`src/rtl/uart_tx_core_pkg.sv`:
```
// Shared definitions for the UART transmit path: frame states and small helpers.
package uart_tx_core_pkg;

  typedef enum logic [2:0] {
    ST_IDLE   = 3'd0,
    ST_START  = 3'd1,
    ST_DATA   = 3'd2,
    ST_PARITY = 3'd3,
    ST_STOP   = 3'd4
  } uart_state_t;

  // Width of a counter that must hold values 0..n-1 (at least 1 bit).
  function automatic int cnt_w(input int n);
    return (n > 2) ? $clog2(n) : 1;
  endfunction

endpackage

```
`src/rtl/uart_baud_cnt.sv`:
```
// Bit-period counter: counts 0..CLK_DIV-1 while run is high, sits at 0 otherwise.
module uart_baud_cnt
  import uart_tx_core_pkg::*;
#(
  parameter int CLK_DIV = 16
) (
  input  logic clk,
  input  logic reset,
  input  logic run,
  output logic bit_tick
);

  localparam int W = cnt_w(CLK_DIV);
  localparam logic [W-1:0] LAST = W'(CLK_DIV - 1);

  logic [W-1:0] cnt, cnt_nxt;

  always_comb begin
    cnt_nxt = '0;
    if (run && cnt != LAST) cnt_nxt = cnt + W'(1);
  end

  // bit_tick is registered but tracks the decode of the counter it is updated with.
  always_ff @(posedge clk or posedge reset) begin
    if (reset) begin
      cnt      <= '0;
      bit_tick <= 1'b0;
    end else begin
      cnt      <= cnt_nxt;
      bit_tick <= (cnt_nxt == LAST);
    end
  end

endmodule

```
`src/rtl/uart_tx_core.sv`:
```
// UART frame serialiser: start bit, LSB-first data, optional parity, 1-2 stop bits.
module uart_tx_core
  import uart_tx_core_pkg::*;
#(
  parameter int CLK_DIV    = 16,
  parameter int DATA_BITS  = 8,
  parameter int PARITY_EN  = 0,
  parameter int PARITY_ODD = 0,
  parameter int STOP_BITS  = 1
) (
  input  logic                 clk,
  input  logic                 reset,
  input  logic [DATA_BITS-1:0] data_in,
  input  logic                 data_valid,
  output logic                 ready,
  output logic                 tx,
  output logic                 busy,
  output logic                 bit_tick,
  output logic                 done
);

  localparam int IDXW = cnt_w(DATA_BITS);
  localparam logic [IDXW-1:0] LAST_IDX = IDXW'(DATA_BITS - 1);
  localparam logic LAST_STOP = 1'(STOP_BITS - 1);

  uart_state_t          state;
  logic [DATA_BITS-1:0] shreg;
  logic [IDXW-1:0]      idx;
  logic                 stop_cnt;
  logic                 par;
  logic                 run;

  assign run = (state != ST_IDLE);

  uart_baud_cnt #(.CLK_DIV(CLK_DIV)) u_baud (
    .clk      (clk),
    .reset    (reset),
    .run      (run),
    .bit_tick (bit_tick)
  );

  always_ff @(posedge clk or posedge reset) begin
    if (reset) begin
      state    <= ST_IDLE;
      shreg    <= '0;
      idx      <= '0;
      stop_cnt <= 1'b0;
      par      <= 1'b0;
      tx       <= 1'b1;
      ready    <= 1'b1;
      busy     <= 1'b0;
      done     <= 1'b0;
    end else begin
      done <= 1'b0;
      unique case (state)
        ST_IDLE: if (data_valid && ready) begin
          state <= ST_START;
          shreg <= data_in;
          par   <= 1'(PARITY_ODD);
          tx    <= 1'b0;
          ready <= 1'b0;
          busy  <= 1'b1;
        end
        ST_START: if (bit_tick) begin
          state <= ST_DATA;
          idx   <= '0;
          tx    <= shreg[0];
          par   <= par ^ shreg[0];
        end
        // Parity accumulates as bits leave, so it only ever sees the latched byte.
        ST_DATA: if (bit_tick) begin
          if (idx == LAST_IDX) begin
            stop_cnt <= 1'b0;
            if (PARITY_EN != 0) begin
              state <= ST_PARITY;
              tx    <= par;
            end else begin
              state <= ST_STOP;
              tx    <= 1'b1;
            end
          end else begin
            idx   <= idx + IDXW'(1);
            shreg <= shreg >> 1;
            tx    <= shreg[1];
            par   <= par ^ shreg[1];
          end
        end
        ST_PARITY: if (bit_tick) begin
          state <= ST_STOP;
          tx    <= 1'b1;
        end
        ST_STOP: if (bit_tick) begin
          if (stop_cnt == LAST_STOP) begin
            state <= ST_IDLE;
            ready <= 1'b1;
            busy  <= 1'b0;
            done  <= 1'b1;
          end else begin
            stop_cnt <= 1'b1;
          end
        end
        default: begin
          state <= ST_IDLE;
          tx    <= 1'b1;
          ready <= 1'b1;
          busy  <= 1'b0;
        end
      endcase
    end
  end

endmodule
```
`config.mk`:
```
export PLATFORM = sky130hd
export DESIGN_NAME = uart_tx_core
export DESIGN_NICKNAME = d
export VERILOG_FILES = /design/src/rtl/uart_tx_core_pkg.sv /design/src/rtl/uart_baud_cnt.sv /design/src/rtl/uart_tx_core.sv
export SDC_FILE = /design/constraint.sdc
export NUM_CORES = 1
export LEC_CHECK = 0
export CAP_MARGIN = 20
export CORE_AREA = 2 2 48 50
export CTS_CLUSTER_SIZE = 24
export DETAILED_ROUTE_END_ITERATION = 10
export DIE_AREA = 0 0 50 52
export PLACE_DENSITY = 0.89
export SLEW_MARGIN = 20
export SYNTH_ARGS = -nofsm -noshare
export SYNTH_HDL_FRONTEND = slang
export SYNTH_SLANG_ARGS = --single-unit
```
`constraint.sdc`:
```
create_clock -name clk -period 3 [get_ports clk]
set_input_delay 0.45 -clock clk [delete_from_list [all_inputs] [get_ports clk]]
set_output_delay 0.45 -clock clk [all_outputs]
set_load 0.01 [all_outputs]
```
# Yosys cells after proc, flatten, opt, wreduce, memory -nomap -nowiden
# Cells that the tools add are included.
[totals] ff_bits=24 in_bits=11 output_inout_bits=5 word_cells=81
[op_classes] n_addsub=2 eq_ne=15 n_mux=38 bitwise_logic=2 n_reduce_logical=14
[op_table] op="$mux 3" n=10
[op_table] op="$mux 8" n=3
[op_table] op="$mux 1" n=17
[op_table] op="$pmux 8 s2" n=1
[op_table] op="$reduce_and 4->1" n=4
[op_table] op="$pmux 3 s5" n=1
[op_table] op="$ne 2x1->1 const B" n=4
[op_table] op="$ne 2x2->1 const B" n=4
[op_table] op="$reduce_and 7->1" n=1
[op_table] op="$eq 3x2->1 const B" n=2
[op_table] op="$eq 3x3->1 const B" n=2
[op_table] op="$pmux 1 s3" n=2
[op_table] op="$pmux 3 s2" n=1
[op_table] op="$reduce_bool 2->1" n=3
[op_table] op="$pmux 1 s5" n=1
[op_table] op="$reduce_and 5->1" n=1
[op_table] op="$add 4x1->4 const B" n=1
[op_table] op="$eq 4x4->1 const B" n=1
[op_table] op="$mux 4" n=1
[op_table] op="$ne 4x4->1 const B" n=1
[op_table] op="$add 3x1->3 const B" n=1
[op_table] op="$eq 3x1->1 const B" n=1
[op_table] op="$logic_not 3->1" n=1
[op_table] op="$reduce_bool 3->1" n=1
[op_table] op="4 further kinds" n=6

# Depth between registers and ports, before layout
[depth] word_depth=4 mapped_depth=5 mapped_depth_nobuf=5

# Modules after synthesis
# Synthesis repeated with hierarchy kept, for this count alone.
[unflattened] cells_unflattened=114 area_unflattened_um2=1231.2
[modules_own_cells] module="uart_tx_core" instances=1 cells_each=97 area_per_inst_um2=1016.0
[modules_own_cells] module="uart_baud_cnt" instances=1 cells_each=17 area_per_inst_um2=215.2

# Worst setup path after synthesis
# Ideal clock, no wire load.
[synth_path] kind="register to register" startpoint="register idx[0]" endpoint="register shreg[0]" setup_ps=126 arrival_ps=1457 required_time_ps=2874 path_slack_ps=1417 stages_incl_launch_ff=6 n_path_buf=0 synth_period_minus_slack_ps=1583 cell_sequence="dfrtp_1 ha_1 ha_1 and2b_1 o211ai_2 a221o_1"
[synth_via] elab_chain_cells=3
[synth_lines] item="start, declared" line_no="uart_tx_core.sv:28" text="logic [IDXW-1:0] idx;"
[synth_lines] item="start signal, assigned" line_no="uart_tx_core.sv:82" text="idx <= idx + IDXW'(1);"
[synth_lines] item="$eq 3x3->1" line_no="uart_tx_core.sv:72" text="if (idx == LAST_IDX) begin"
[synth_lines] item="$ne 2x2->1 (no line)"
[synth_lines] item="$reduce_and 4->1 (no line)"
[synth_lines] item="end signal, assigned" line_no="uart_tx_core.sv:58" text="shreg <= data_in;"
[synth_lines] item="end signal, assigned" line_no="uart_tx_core.sv:83" text="shreg <= shreg >> 1;"
[synth_lines] item="end, declared" line_no="uart_tx_core.sv:27" text="logic [DATA_BITS-1:0] shreg;"
# Every way passes these cells.
# A chain may end at the register's enable or synchronous reset.

# Worst setup path in the final report
[layout_path] startpoint="register u_baud.bit_tick" endpoint="output bit_tick"
[layout_lines] item="start, declared" line_no="uart_baud_cnt.sv:10" text="output logic bit_tick"
[layout_lines] item="start signal, assigned" line_no="uart_baud_cnt.sv:30" text="bit_tick <= (cnt_nxt == LAST);"
[layout_lines] item="end, declared" line_no="uart_tx_core.sv:18" text="output logic bit_tick,"
# No word-level cell between the ends.

==> flow_metrics.env <==
export IMPL_startpoint_type="flip-flop"
export IMPL_fill_cells=172
export IMPL_gp_congestion=0.834
export IMPL_final_seq_area_um2=578
export IMPL_grt_ovfl_total=0
export IMPL_tightestPinTransition_ns=0.832
export IMPL_ant_nets=0
export IMPL_cts_buffers=3
export IMPL_grt_max_degree=24
export IMPL_grt_setup_unrepaired="no"
export IMPL_syn_avg_cell_area_um2=11.3
export IMPL_tritoncts="yes"
export IMPL_die_h_um=52
export IMPL_worst_setup_path_end_kind="primary output"
export IMPL_cp_required_ns=2.55
export IMPL_antenna_found_initial=0
export IMPL_grt_pass1_wl_um=3570
export IMPL_finalSetupViolCount=0
export IMPL_rows=17
export IMPL_wl_met3_um=50
export IMPL_insertion_delay_ns=0.30
export IMPL_synth_most_common_cell="dfrtp_1"
export IMPL_drt_initial_drc_count=9
export IMPL_core_area_um2=2110
export IMPL_crit_cells=1
export IMPL_dpl_instance_area_um2=1280
export IMPL_min_path_type="reg -> reg"
export IMPL_cpLargestDelayFamily="buffers and inverters"
export IMPL_min_delay_start="busy$_DFFE_PP0P_"
export IMPL_slew_headroom=0.445
export IMPL_clk_pin_slew_worst_paths_ns=0.12
export IMPL_cp_max_fo=13
export IMPL_hold_violations=0
export IMPL_met2_length_um=1080
export IMPL_p_leak_nw=0.575
export IMPL_synth_top_area_frac=0.467
export IMPL_multiInputGateArea_um2=492
export IMPL_vias=824
export IMPL_synth_edf_count=0
export IMPL_final_area_um2=1300
export IMPL_post_cts_resized=0
export IMPL_die_area_um2=2600
export IMPL_dp_final_hpwl_um=1600
export IMPL_critPathSlowestCell="clkdlybuf4s50_1"
export IMPL_synthTopCellsByCount="dfrtp_1 (21), nor2_1 (10), inv_1 (6)"
export IMPL_post_route_period_util=0.658
export IMPL_nets=129
export IMPL_firstDrtPassIters=4
export IMPL_synth_cells=100
export IMPL_critical_path_cell_chain="clkdlybuf4s50_1"
export IMPL_arrival_ns=1.53
export IMPL_drt_wl_total_um=2120
export IMPL_grt_pass1_vias=810
export IMPL_status="complete, no violations"
export IMPL_cts_setup_buffers=0
export IMPL_period_minus_slack_ns=1.98
export IMPL_vdd_ir_drop_max_uv=485
export IMPL_synthArstFlopShare=1.00
export IMPL_clock_path_buffers=2
export IMPL_critPathMaxStageDelay_ns=0.63
export IMPL_wl_per_cell_um=14.9
export IMPL_ys_seq_elements=23
export IMPL_ioPinCount=16
export IMPL_netlist_area_um2=1130
export IMPL_cts_root_buf="clkbuf_4"
export IMPL_portBuffers=15
export IMPL_drcViolationCount=0
export IMPL_drive_gt1_frac=0.0877
export IMPL_diodes=0
export IMPL_ys_top_cells_by_area="dfrtp_1 (47%), dfstp_2 (4.7%), a2bb2oi_1 (3.9%)"
export IMPL_crit_buf_inv=1
export IMPL_synthFlopType="dfrtp_1"
export IMPL_clock_fmax_mhz=506
export IMPL_die_w_um=50
export IMPL_top_layer_used="met4"
export IMPL_critPathLaunch="u_baud.bit_tick$_DFF_PP0_"
export IMPL_ys_seq_area_frac=0.513
export IMPL_area_delta_synth_final_pct=15.8
export IMPL_start_util=0.535
export IMPL_tns_ns=0
export IMPL_viasPerCell=5.80
export IMPL_hold_depth=1
export IMPL_power_density_nw_per_um2=722
export IMPL_yosys_warnings=0
export IMPL_path_class="reg -> out"
export IMPL_syn_nets=114
export IMPL_yosys_area_top_type="dfrtp_1"
export IMPL_ctsHoldBuffers=0
export IMPL_reg2reg_from="idx[0]$_DFFE_PP0P_"
export IMPL_clock_sinks=23
export IMPL_fin_worst_skew_ns=0.00510
export IMPL_drv_slew=0
export IMPL_ff2ff_path_depth=5
export IMPL_drt_met1_wl_um=942
export IMPL_synth_cell_types=42
export IMPL_grt_use_total=0.184
export IMPL_htreeDepth=1
export IMPL_drv_cap=0
-- worst register-to-register path, delay by kind of cell, from the launching register on --
| kind | cells | cell delay (ns) |
|---|---|---|
| AO/OA/AOI/OAI | 2 | 0.51 |
| flip-flops | 1 | 0.43 |
| adder cells (fa/ha/maj) | 2 | 0.42 |
| AND/OR/NAND/NOR | 1 | 0.29 |
-- final cells by class --
| class | count | area share |
|---|---|---|
| Sequential cell | 23 | 0.443 |
| Multi-Input combinational cell | 66 | 0.377 |
| Timing Repair Buffer | 15 | 0.115 |
| Tap cell | 28 | 0.0269 |
| Clock buffer | 4 | 0.0202 |
| Inverter | 6 | 0.0173 |
-- report_power, final --
part	total, mW	internal (mW)	switching, mW
clock	0.139	0.0517	0.0871
combinational	0.296	0.164	0.133
sequential	0.507	0.408	0.0993
-- path summary, 6_finish.rpt --
check | end | slack [ns]
min in group asynchronous | shreg[2]$_DFFE_PP0P_ | 0.60
max | bit_tick | 1.02
min | busy$_DFFE_PP0P_ | 0.49
max in group asynchronous | state[1]$_DFFE_PP0P_ | 1.89
max reg2reg | shreg[3]$_DFFE_PP0P_ | 1.25
min reg2reg | busy$_DFFE_PP0P_ | 0.49
-- kinds of logic after synthesis --
| logic type | after synthesis | share of synthesized area |
|---|---|---|
| compound gates | 32 | 0.228 |
| simple gates | 29 | 0.160 |
| xor+xnor | 2 | 0.0156 |
| fa+ha+maj | 3 | 0.0333 |
| flops | 23 | 0.513 |
| buf+inv | 11 | 0.0500 |
-- per-layer routing --
layer  vias to the layer above  global-route usage
li1                        402                   -
met1                       406               0.231
met2                        10               0.305
met3                         6              0.0402
met4                         0              0.0833
met5                         -                   0
-- per-stage QoR --
stage / util / worst slack, ns / instances / power (mW) / hold slack (ns)
final: 0.619 / 1.02 / 142 / 0.942 / 0.491
after global routing: 0.619 / 0.941 / 142 / 1.02 / 0.530
after CTS: 0.619 / 1.03 / 142 / 0.949 / 0.495
after detailed placement: 0.607 / 1.15 / 138 / 0.815 / 0.467
after global placement: 0.607 / 1.21 / 138 / 0.789 / 0.463
after floorplan: - / 1.42 / 100 / 0.733 / 0.450
-- state kept, by name, indices dropped and copies added (netlist names) --
register,cells
busy,1
u_baud.bit_tick,1
shreg,8
u_baud.cnt,4
ready,1
state,3
idx,3
tx,1
done,1
-- cells in the final DEF (no fill, tap or decap), types with 2 or more instances in the layout --
cell              n
nand2_1           3
nand3b_1          2
a22oi_1           2
a2bb2oi_1         5
o22ai_1           3
o21ai_0           4
a221o_1           2
and3_1            2
inv_1             6
o21a_1            2
dfrtp_1          21
nor2_1           10
dfstp_2           2
clkdlybuf4s50_1  15
ha_1              3
a22o_1            3
clkbuf_4          3
nor2b_1           2
Note: power is estimated with default switching activity, not from simulation.
